## src/rtl/trng_io_pkg.sv

```systemverilog
// Shared definitions for the TRNG I/O bridge: register map, STATUS layout,
// bus FSM states and a level-to-byte helper.
package trng_io_pkg;

    localparam logic [3:0] OFF_RX_DATA = 4'h0;
    localparam logic [3:0] OFF_TX_DATA = 4'h4;
    localparam logic [3:0] OFF_STATUS  = 4'h8;
    localparam logic [3:0] OFF_OVF_CNT = 4'hC;

    localparam int ST_RX_EMPTY   = 0;
    localparam int ST_RX_FULL    = 1;
    localparam int ST_TX_EMPTY   = 2;
    localparam int ST_TX_FULL    = 3;
    localparam int ST_TX_ERR     = 4;
    localparam int ST_RX_LVL_LSB = 8;
    localparam int ST_TX_LVL_LSB = 16;

    typedef enum logic {
        IDLE = 1'b0,
        RESP = 1'b1
    } bus_state_t;

    // A 256-deep FIFO holds 256 words, which does not fit the 8-bit field.
    function automatic logic [7:0] level_byte(input logic [8:0] level);
        return (level > 9'd255) ? 8'hFF : level[7:0];
    endfunction

endpackage

```

## src/rtl/trng_io_bridge_if.sv

```systemverilog
// picorv32-native memory bus between the CPU (master) and the bridge (slave).
interface trng_io_bridge_if;
    logic        mem_valid;
    logic [31:0] mem_addr;
    logic [31:0] mem_wdata;
    logic [3:0]  mem_wstrb;
    logic        mem_sel;
    logic        mem_ready;
    logic [31:0] mem_rdata;

    modport master (
        output mem_valid, mem_addr, mem_wdata, mem_wstrb,
        input  mem_sel, mem_ready, mem_rdata
    );

    modport slave (
        input  mem_valid, mem_addr, mem_wdata, mem_wstrb,
        output mem_sel, mem_ready, mem_rdata
    );
endinterface

```

## src/rtl/sync_fifo.sv

```systemverilog
// Single-clock FIFO with extra-MSB pointers; a pop frees a full slot for a
// push in the same cycle.
module sync_fifo #(
    parameter int WIDTH = 32,
    parameter int DEPTH = 16
) (
    input  logic                     clk,
    input  logic                     resetn,
    input  logic                     push,
    input  logic [WIDTH-1:0]         wdata,
    input  logic                     pop,
    output logic [WIDTH-1:0]         head,
    output logic [$clog2(DEPTH):0]   level,
    output logic                     full,
    output logic                     empty,
    output logic                     drop
);
    localparam int AW = $clog2(DEPTH);
    localparam logic [AW:0] FULL_LVL = (AW+1)'(DEPTH);

    logic [AW:0]      wr_ptr;
    logic [AW:0]      rd_ptr;
    logic [WIDTH-1:0] mem [DEPTH];
    logic             pop_ok;
    logic             push_ok;

    assign level   = wr_ptr - rd_ptr;
    assign full    = (level == FULL_LVL);
    assign empty   = (level == '0);
    assign pop_ok  = pop && !empty;
    assign push_ok = push && (!full || pop_ok);
    assign drop    = push && !push_ok;
    assign head    = mem[rd_ptr[AW-1:0]];

    always_ff @(posedge clk or negedge resetn) begin
        if (!resetn) begin
            wr_ptr <= '0;
            rd_ptr <= '0;
        end else begin
            if (push_ok) wr_ptr <= wr_ptr + 1'b1;
            if (pop_ok)  rd_ptr <= rd_ptr + 1'b1;
        end
    end

    always_ff @(posedge clk) begin
        if (push_ok) mem[wr_ptr[AW-1:0]] <= wdata;
    end
endmodule

```

## src/rtl/trng_io_bridge.sv

```systemverilog
// Bridges a TRNG word stream and a button-driven output FIFO onto a picorv32
// bus window. Optional overflow counter: define TRNG_IO_BRIDGE_OVF_CNT_EN.
module trng_io_bridge
    import trng_io_pkg::*;
#(
    parameter int          DEPTH     = 16,
    parameter logic [31:0] BASE_ADDR = 32'h1000_0000
) (
    input  logic                   clk,
    input  logic                   resetn,
    input  logic [31:0]            trng_data,
    input  logic                   trng_valid,
    trng_io_bridge_if.slave        bus,
    input  logic                   button,
    output logic [31:0]            data_out,
    output logic                   rx_full,
    output logic                   rx_empty,
    output logic                   tx_full,
    output logic                   tx_empty
);
    localparam int LW = $clog2(DEPTH) + 1;

    bus_state_t  state, state_next;
    logic        accept;
    logic        is_write;
    logic [3:0]  offset;
    logic [31:0] rdata_next, rdata_q, status;
    logic [31:0] rx_head, tx_head;
    logic [LW-1:0] rx_level, tx_level;
    logic        rx_pop, rx_drop, tx_push, tx_pop, tx_drop;
    logic        status_clr, tx_err;
    logic        btn_p0, btn_p1, btn_p2, pop_req_p3;

    assign bus.mem_sel = bus.mem_valid && (bus.mem_addr[31:4] == BASE_ADDR[31:4]);
    assign is_write    = |bus.mem_wstrb;
    assign offset      = bus.mem_addr[3:0];
    assign rx_pop      = accept && !is_write && (offset == OFF_RX_DATA);
    assign tx_push     = accept &&  is_write && (offset == OFF_TX_DATA);
    assign status_clr  = accept &&  is_write && (offset == OFF_STATUS);
    assign tx_pop      = pop_req_p3;

    sync_fifo #(.WIDTH(32), .DEPTH(DEPTH)) u_rx_fifo (
        .clk(clk), .resetn(resetn), .push(trng_valid), .wdata(trng_data),
        .pop(rx_pop), .head(rx_head), .level(rx_level),
        .full(rx_full), .empty(rx_empty), .drop(rx_drop)
    );

    sync_fifo #(.WIDTH(32), .DEPTH(DEPTH)) u_tx_fifo (
        .clk(clk), .resetn(resetn), .push(tx_push), .wdata(bus.mem_wdata),
        .pop(tx_pop), .head(tx_head), .level(tx_level),
        .full(tx_full), .empty(tx_empty), .drop(tx_drop)
    );

    always_ff @(posedge clk or negedge resetn) begin
        if (!resetn) state <= IDLE;
        else         state <= state_next;
    end

    always_comb begin
        state_next = state;
        accept     = 1'b0;
        case (state)
            IDLE: if (bus.mem_sel) begin
                accept     = 1'b1;
                state_next = RESP;
            end
            RESP: state_next = IDLE;
            default: state_next = IDLE;
        endcase
    end

    always_comb begin
        status = '0;
        status[ST_RX_EMPTY] = rx_empty;
        status[ST_RX_FULL]  = rx_full;
        status[ST_TX_EMPTY] = tx_empty;
        status[ST_TX_FULL]  = tx_full;
        status[ST_TX_ERR]   = tx_err;
        status[ST_RX_LVL_LSB +: 8] = level_byte(9'(rx_level));
        status[ST_TX_LVL_LSB +: 8] = level_byte(9'(tx_level));
    end

`ifdef TRNG_IO_BRIDGE_OVF_CNT_EN
    logic [15:0] ovf_cnt;
    logic        ovf_clr;

    assign ovf_clr = accept && is_write && (offset == OFF_OVF_CNT);

    always_ff @(posedge clk or negedge resetn) begin
        if (!resetn)                           ovf_cnt <= '0;
        else if (ovf_clr)                      ovf_cnt <= 16'(rx_drop);
        else if (rx_drop && ovf_cnt != 16'hFFFF) ovf_cnt <= ovf_cnt + 16'd1;
    end
`else
    logic unused_rx_drop;
    assign unused_rx_drop = rx_drop;
`endif

    always_comb begin
        rdata_next = '0;
        if (!is_write) begin
            case (offset)
                OFF_RX_DATA: rdata_next = rx_empty ? '0 : rx_head;
                OFF_STATUS:  rdata_next = status;
`ifdef TRNG_IO_BRIDGE_OVF_CNT_EN
                OFF_OVF_CNT: rdata_next = {16'd0, ovf_cnt};
`endif
                default:     rdata_next = '0;
            endcase
        end
    end

    // Response is captured at accept so it reflects state before the commit.
    always_ff @(posedge clk) begin
        if (accept) rdata_q <= rdata_next;
    end

    assign bus.mem_ready = (state == RESP);
    assign bus.mem_rdata = (state == RESP) ? rdata_q : '0;

    always_ff @(posedge clk or negedge resetn) begin
        if (!resetn)         tx_err <= 1'b0;
        else if (tx_drop)    tx_err <= 1'b1;
        else if (status_clr) tx_err <= 1'b0;
    end

    // Two-flop synchroniser, edge register, then registered pop request.
    always_ff @(posedge clk or negedge resetn) begin
        if (!resetn) begin
            btn_p0     <= 1'b0;
            btn_p1     <= 1'b0;
            btn_p2     <= 1'b0;
            pop_req_p3 <= 1'b0;
        end else begin
            btn_p0     <= button;
            btn_p1     <= btn_p0;
            btn_p2     <= btn_p1;
            pop_req_p3 <= btn_p1 && !btn_p2;
        end
    end

    always_ff @(posedge clk or negedge resetn) begin
        if (!resetn)                  data_out <= '0;
        else if (tx_pop && !tx_empty) data_out <= tx_head;
    end
endmodule

```

## src/flat_wrapper.sv

```systemverilog
// flat-port wrapper written by rule: the top's interface ports become plain ports
module trng_io_bridge_flat import trng_io_pkg::*;
#(
    parameter int          DEPTH     = 16,
    parameter logic [31:0] BASE_ADDR = 32'h1000_0000
)
  (clk, resetn, trng_data, trng_valid, button, data_out, rx_full, rx_empty, tx_full, tx_empty, bus_mem_valid, bus_mem_addr, bus_mem_wdata, bus_mem_wstrb, bus_mem_sel, bus_mem_ready, bus_mem_rdata);
  trng_io_bridge_if bus_i ();
  input  logic clk;
  input  logic resetn;
  input  logic [31:0] trng_data;
  input  logic trng_valid;
  input  logic button;
  output logic [31:0] data_out;
  output logic rx_full;
  output logic rx_empty;
  output logic tx_full;
  output logic tx_empty;
  input wire logic [$bits(bus_i.mem_valid)-1:0] bus_mem_valid;
  input wire logic [$bits(bus_i.mem_addr)-1:0] bus_mem_addr;
  input wire logic [$bits(bus_i.mem_wdata)-1:0] bus_mem_wdata;
  input wire logic [$bits(bus_i.mem_wstrb)-1:0] bus_mem_wstrb;
  output wire logic [$bits(bus_i.mem_sel)-1:0] bus_mem_sel;
  output wire logic [$bits(bus_i.mem_ready)-1:0] bus_mem_ready;
  output wire logic [$bits(bus_i.mem_rdata)-1:0] bus_mem_rdata;
  assign bus_i.mem_valid = bus_mem_valid;
  assign bus_i.mem_addr = bus_mem_addr;
  assign bus_i.mem_wdata = bus_mem_wdata;
  assign bus_i.mem_wstrb = bus_mem_wstrb;
  assign bus_mem_sel = bus_i.mem_sel;
  assign bus_mem_ready = bus_i.mem_ready;
  assign bus_mem_rdata = bus_i.mem_rdata;
  trng_io_bridge #(.DEPTH(DEPTH), .BASE_ADDR(BASE_ADDR)) u_core (.clk(clk), .resetn(resetn), .trng_data(trng_data), .trng_valid(trng_valid), .bus(bus_i), .button(button), .data_out(data_out), .rx_full(rx_full), .rx_empty(rx_empty), .tx_full(tx_full), .tx_empty(tx_empty));
endmodule
```

## config.mk

```make
export PLATFORM = sky130hd
export DESIGN_NAME = trng_io_bridge_flat
export DESIGN_NICKNAME = d
export VERILOG_FILES = /design/src/rtl/trng_io_pkg.sv /design/src/rtl/trng_io_bridge_if.sv /design/src/rtl/sync_fifo.sv /design/src/rtl/trng_io_bridge.sv /design/src/flat_wrapper.sv
export SDC_FILE = /design/constraint.sdc
export NUM_CORES = 1
export LEC_CHECK = 0
export CORE_ASPECT_RATIO = 1.75
export CORE_MARGIN = 2
export CORE_UTILIZATION = 40
export CTS_CLUSTER_SIZE = 14
export DETAILED_ROUTE_END_ITERATION = 8
export PLACE_DENSITY = 0.55
export SYNTH_ARGS = -nofsm -noshare
export SYNTH_HDL_FRONTEND = slang
export SYNTH_SLANG_ARGS = --single-unit
```

## constraint.sdc

```tcl
create_clock -name clk -period 6.1 [get_ports clk]
set_input_delay 1.525 -clock clk [delete_from_list [all_inputs] [get_ports clk]]
set_output_delay 1.525 -clock clk [all_outputs]
set_load 0.02 [all_outputs]
```

==> results of run 1 <==
## state kept, by name (all words and copies together), names as in the netlist, 5 cells and up
| signal | count |
|---|---|
| u_core.u_rx_fifo.mem | 512 |
| u_core.u_tx_fifo.mem | 512 |
| u_core.data_out | 32 |
| u_core.rdata_q | 32 |
| u_core.u_rx_fifo.rd_ptr | 5 |
| u_core.u_rx_fifo.wr_ptr | 5 |
| u_core.u_tx_fifo.rd_ptr | 5 |
| u_core.u_tx_fifo.wr_ptr | 5 |
## area by class of cell
type	count	share of cell area, %
multi-input combinational	650	19.1
antenna	1	0.00503
clock buffer	144	5.57
inverter	20	0.151
timing repair buffer	219	4.27
sequential	1114	66.7
tap	1368	3.44
clock inverter	39	0.835
## power by group
group | leakage (nW) | total, mW | switching, mW | internal, mW
clock | 1.54 | 6.22 | 2.72 | 3.50
combinational | 3.75 | 3.60 | 1.89 | 1.71
sequential | 10.2 | 9.09 | 0.216 | 8.88
## metrics by stage
| step | instance area (sq um) | cells |
|---|---|---|
| 2_1_floorplan | 43000 | 1875 |
| 3_3_place_gp | 46600 | 3371 |
| 3_5_place_dp | 46600 | 3371 |
| 4_1_cts | 49800 | 3554 |
| 5_1_grt | 49800 | 3554 |
| 6_report | 49800 | 3555 |
## final timing paths
check,slack [ns],start,depth (start not counted),endpoint
min,0.36,u_core.btn_p0,0,u_core.btn_p1
min in group asynchronous,0.65,resetn,1,u_core.data_out[7]
max in group asynchronous,4.30,resetn,2,u_core.u_tx_fifo.rd_ptr[1]
min reg2reg,0.36,u_core.btn_p0,0,u_core.btn_p1
max reg2reg,2.13,u_core.u_tx_fifo.wr_ptr[0],7,u_core.u_tx_fifo.mem[0][6]
max,0.71,u_core.u_rx_fifo.rd_ptr[1],7,rx_full
## worst register-to-register path, cell delays in order, from the launching register on
cell and delay, ns:
dfrtp_1 0.42, inv_1 0.13, ha_1 0.25, fa_1 0.39
xnor2_1 0.45, nor2_1 0.23, a41oi_2 0.70, and3_2 0.98
## layout by cell type, fill, tap and decap left out, drive strengths merged, types with 4 or more instances in the layout
master / instances
edfxtp: 1056
mux4: 310
clkdlybuf4s50: 173
clkbuf: 144
nand2: 58
dfrtp: 58
buf: 46
and2: 35
mux2: 35
nand3: 28
nor2: 26
clkinv: 25
inv: 24
nor2b: 21
xnor2: 18
ha: 18
and3: 16
a21oi: 11
nand2b: 9
nor3: 9
bufinv: 8
xor2: 8
nor4: 7
a32oi: 5
o21ai: 4
nand4: 4
or4: 4
## metal layers
metal	share of wire [%]	routed length (um)	up-vias
met3	5.2	5150	132
met5	0.098	96	-
li1	-	-	8301
met2	53	52200	549
met4	2.4	2370	14
met1	39	38500	10500
## cells by family after synthesis
logic type / synth area share [%]
AOI/OAI and AO/OA: 0.553
and+or+nand+nor: 2.87
buffers and inverters: 1.20
muxes: 17.1
adders and majority gates: 0.617
DFF: 77.1
xor gates and xnor gates: 0.547
==> flow_summary.yaml, run 1 <==
yosys:
  synth.area.top_cells: "edfxtp_1, mux4_2, dfrtp_1"
  netlist_instances: 1875
  yosys.cell_types.count: 51
  syn_area_sq_um: 43000
  yosysMostFrequentCell: "edfxtp_1"
  synth_ff_type: "edfxtp_1"
  synth_edf_count: 1056
  yosysTopAreaCell: "edfxtp_1"
  yosysWarnings: 0
  synth_top_cells_by_count: "edfxtp_1, mux4_2, dfrtp_1, nand2_1, clkbuf_1"
  syn_avg_cell_area_sq_um: 22.9
  async_flop_share_pct: 5.21
  syn-num-nets: 2000
  seq_area_frac_synth_pct: 77.1
  ys_seq_elements: 1114
  synth_top_cell_area_share_pct: 73.7
timing:
  tns_ns: 0
  maxSlewViolCount: 0
  finalSetupViolCount: 0
  skew_ns: 0.0257
  setup_ws_ns: 0.710
  fin_crit_sh_pct: 88.4
  hold_violations: 0
  max_freq_ghz: 0.186
  rsz0062_at_grt: "false"
  max-slew-margin-rel_pct: 26.3
  fin_crit_ns: 5.39
  hold_ws_ns: 0.361
  tightest_slew_ns: 1.09
final_layout:
  area.sequential_sq_um: 33200
  drive_gt1_share_pct: 26.2
  fin_util_pct: 46.5
  area_growth_pct: 15.7
  multiInputGateArea_sq_um: 9500
  nFillCells: 8838
  nets: 2230
critical_path:
  crit_slowest_cell: "clkdlybuf4s50_1"
  crit_buf_inv: 2
  cp-start-kind: "flop"
  critPathTopFamily: "buffers and inverters"
  slowest_delay_ns: 0.74
  crit_arrival_ns: 3.87
  crit_fanout: 26
  endpoint_kind: "output port"
  worstSetupPathType: "reg -> out"
  cp_cell_sequence: "inv_1 > ha_1 > nand2_1 > o21ai_0 > xor2_1 > nor3_1 > clkdlybuf4s50_1"
  cp.required_ns: 4.58
grt:
  grt.overflow.total: 0
  grt_pass1_wl_um: 145000
  grtUsageTotal_pct: 18.1
  gr-usage-met3_pct: 3.24
  grt_max_degree: 97
  grtUsageMet2_pct: 32.0
  grtUsageMet1_pct: 22.3
  busiest_layer: "met2"
  grt_pass1_vias: 21200
  antenna_found_initial: 11
pwr:
  p_leak_nw: 15.5
  ir_drop_uv: 319
  total_power_mw: 18.9
  power_density_nw_per_um2: 380
clocking:
  cts_made_buffers: 100
  cts_tree: "done"
  cts_root_buf: "clkbuf_16"
  htreeDepth: 3
  hold_buffers: 0
  cts_sinks: 1114
  clk_latency_ns: 0.70
  path_clk_slew_ns: 0.06
  postCtsSetupBuffers: 0
  cts-resized-gates: 0
  clk_path_buf_depth: 3
floorplanning:
  die-area_sq_um: 110000
  die_x_um: 252
  core_area_sq_um: 107000
  num_rows: 159
  io_pins: 175
  initial_core_util_pct: 40.2
  die_h_um: 438
routing:
  drtIter0Drc: 1431
  dr_total_vias: 19500
  drc: 0
  routedWlPerCell_um: 27.7
  ant_nets: 0
  via_per_inst: 5.48
  routed_wl_um: 98400
  drt_pass1_iterations: 5
worst_hold_path:
  hp-class: "reg -> reg"
placed_design:
  place_congestion: 0.801
  dp_slack_ns: 0.855
  portBuffers: 174
  dpl.hpwl_um: 62400
outcome:
  status: "completed"
job:
  drv_cap: 0
(Power assumes the default switching activity.)
==> inputs of run 2 (changes only) <==
GPL_TIMING_DRIVEN = 0   (was unset)
==> flow_summary.yaml, run 2 (synthesis gave the netlist of run 1 again) <==
pwr:
  power_switching_share_pct: 26.3
  seqPwrFrac_pct: 47.2
  intPower_mw: 14.1
  pwr-share-clk_pct: 32.4
  ir_drop_uv: 221
  p_leak_nw: 16.0
  power_density_nw_per_um2: 377
  combinationalPowerShare_pct: 20.4
  p_sw_mw: 5.03
timing:
  skew_ns: 0.0225
  tns_ns: 0
  hold_violations: 0
  rsz0062_at_grt: "false"
  maxSlewViolCount: 0
  max-slew-margin-rel_pct: 13.6
  max_freq_ghz: 0.170
  fin_crit_ns: 5.89
  finalSetupViolCount: 0
  tightest_slew_ns: 1.28
  fin_crit_sh_pct: 96.6
final_layout:
  fin_util_pct: 47.5
  nets: 2327
  final_common_cell: "edfxtp_1"
  area_growth_pct: 18.1
  fin_cells: 3655
  layout_common_cells: "edfxtp_1, mux4_2, clkdlybuf4s50_1, clkbuf_16, clkbuf_1"
  drive_gt1_share_pct: 27.3
  stdcell_area_sq_um: 50800
floorplanning:
  io_pins: 175
  die_h_um: 438
  die_x_um: 252
  num_rows: 159
  initial_core_util_pct: 40.2
  die-area_sq_um: 110000
  core_area_sq_um: 107000
routing:
  routed_wl_um: 110000
  drtIter0Drc: 1671
  drc: 0
  routedWlPerCell_um: 30.0
  via_per_inst: 5.55
  drt_pass1_iterations: 5
  ant_nets: 0
  dr_total_vias: 20300
critical_path:
  endpoint_kind: "output port"
  cp_cell_sequence: "clkbuf_2 > inv_1 > clkbuf_1 > ha_1 > xnor2_1 > nor3b_1 > mux2_2 > nand2_1 > inv_1 > clkdlybuf4s50_1"
  crit_arrival_ns: 4.37
  cpMostUsedCell: "inv_1"
  crit_fanout: 10
  cp-start-kind: "flop"
  slowest_delay_ns: 0.63
  crit_slowest_cell: "clkbuf_1"
  cp.required_ns: 4.58
  worstSetupPathType: "reg -> out"
placed_design:
  placedCellCount: 3471
  dpl.hpwl_um: 72200
  place_congestion: 0.760
  dpl_cell_area_sq_um: 47600
  portBuffers: 174
clocking:
  cts_root_buf: "clkbuf_16"
  path_clk_slew_ns: 0.07
  hold_buffers: 0
  cts_tree: "done"
  htreeDepth: 3
  cts_sinks: 1114
  clk_path_buf_depth: 3
  cts_made_buffers: 100
  clk_latency_ns: 0.71
outcome:
  status: "completed"
grt:
  grt_pass1_wl_um: 157000
  grtUsageTotal_pct: 20.2
  grt_max_degree: 52
  grt_pass1_vias: 22000
  grt.overflow.total: 0
  antenna_found_initial: 10
worst_hold_path:
  hp-class: "reg -> reg"
job:
  drv_cap: 0
[run 2: power by group through the flow]
| stage | clock (mW) | combinational [mW] | sequential (mW) |
|---|---|---|---|
| finish | 6.21 | 3.90 | 9.04 |
| global route | 6.60 | 4.15 | 9.07 |
| CTS | 6.35 | 4.00 | 9.04 |
| detailed placement | 0 | 4.00 | 9.21 |
| global placement | 0 | 3.74 | 9.23 |
| floorplan | 0 | 2.28 | 9.29 |
[run 2: path summary, 6_finish.rpt]
kind	slack, ns	from	depth (start not counted)	endpoint
min in group asynchronous	0.66	resetn	1	u_core.data_out[8]
worst max-delay path	0.21	u_core.u_rx_fifo.rd_ptr[2]	10	rx_empty
max in group asynchronous	4.81	resetn	2	u_core.data_out[25]
worst max register to register	0.99	u_core.u_rx_fifo.rd_ptr[2]	13	u_core.u_rx_fifo.mem[2][18]
worst min-delay path	0.36	u_core.btn_p0	0	u_core.btn_p1
worst min register to register	0.36	u_core.btn_p0	0	u_core.btn_p1
[run 2: worst max-delay path: cells and delay by family, from the launching register on]
kind                     cells  cell delay (ns)
XOR/XNOR                     1             0.54
buffers and inverters        5             1.75
multiplexers                 1             0.35
adder cells (fa/ha/maj)      1             0.41
AND/OR/NAND/NOR              2             0.25
flip-flops                   1             0.36
[run 2: stage by stage]
step | setup WS [ns] | hold slack (ns) | power [mW]
5_1_grt | 0.0835 | 0.378 | 19.8
6_report | 0.210 | 0.359 | 19.2
4_1_cts | 0.123 | 0.363 | 19.4
3_3_place_gp | -3.82 | 0.347 | 13.0
3_5_place_dp | 0.507 | 0.346 | 13.2
2_1_floorplan | 0.470 | 0.331 | 11.6
[run 2: final cells by class]
cell class                 instances  area, sq um
multi-input combinational        650         9480
clock buffer                     140         2810
timing repair buffer             228         2750
sequential                      1114        33200
clock inverter                    45          369
inverter                          20         75.1
antenna                            2         5.00
buffer                            88          433
tap                             1368         1710
fill                            8817        56200
[run 2: metal layers]
layer,wire length (um),vias up,global-route usage [%]
met2,60300,672,37.4
met1,39700,10900,23.2
li1,-,8512,-
met4,3150,20,7.01
met5,121,-,0
met3,6460,181,3.62
[run 2: repair_timing]
| action | CTS | global route |
|---|---|---|
| setup endpoints to repair | 4 | 1 |
| gates cloned | 0 | 0 |
| gates resized for setup | 2 | 2 |
| hold endpoints to repair | 0 | 0 |
| setup buffers | 0 | 0 |
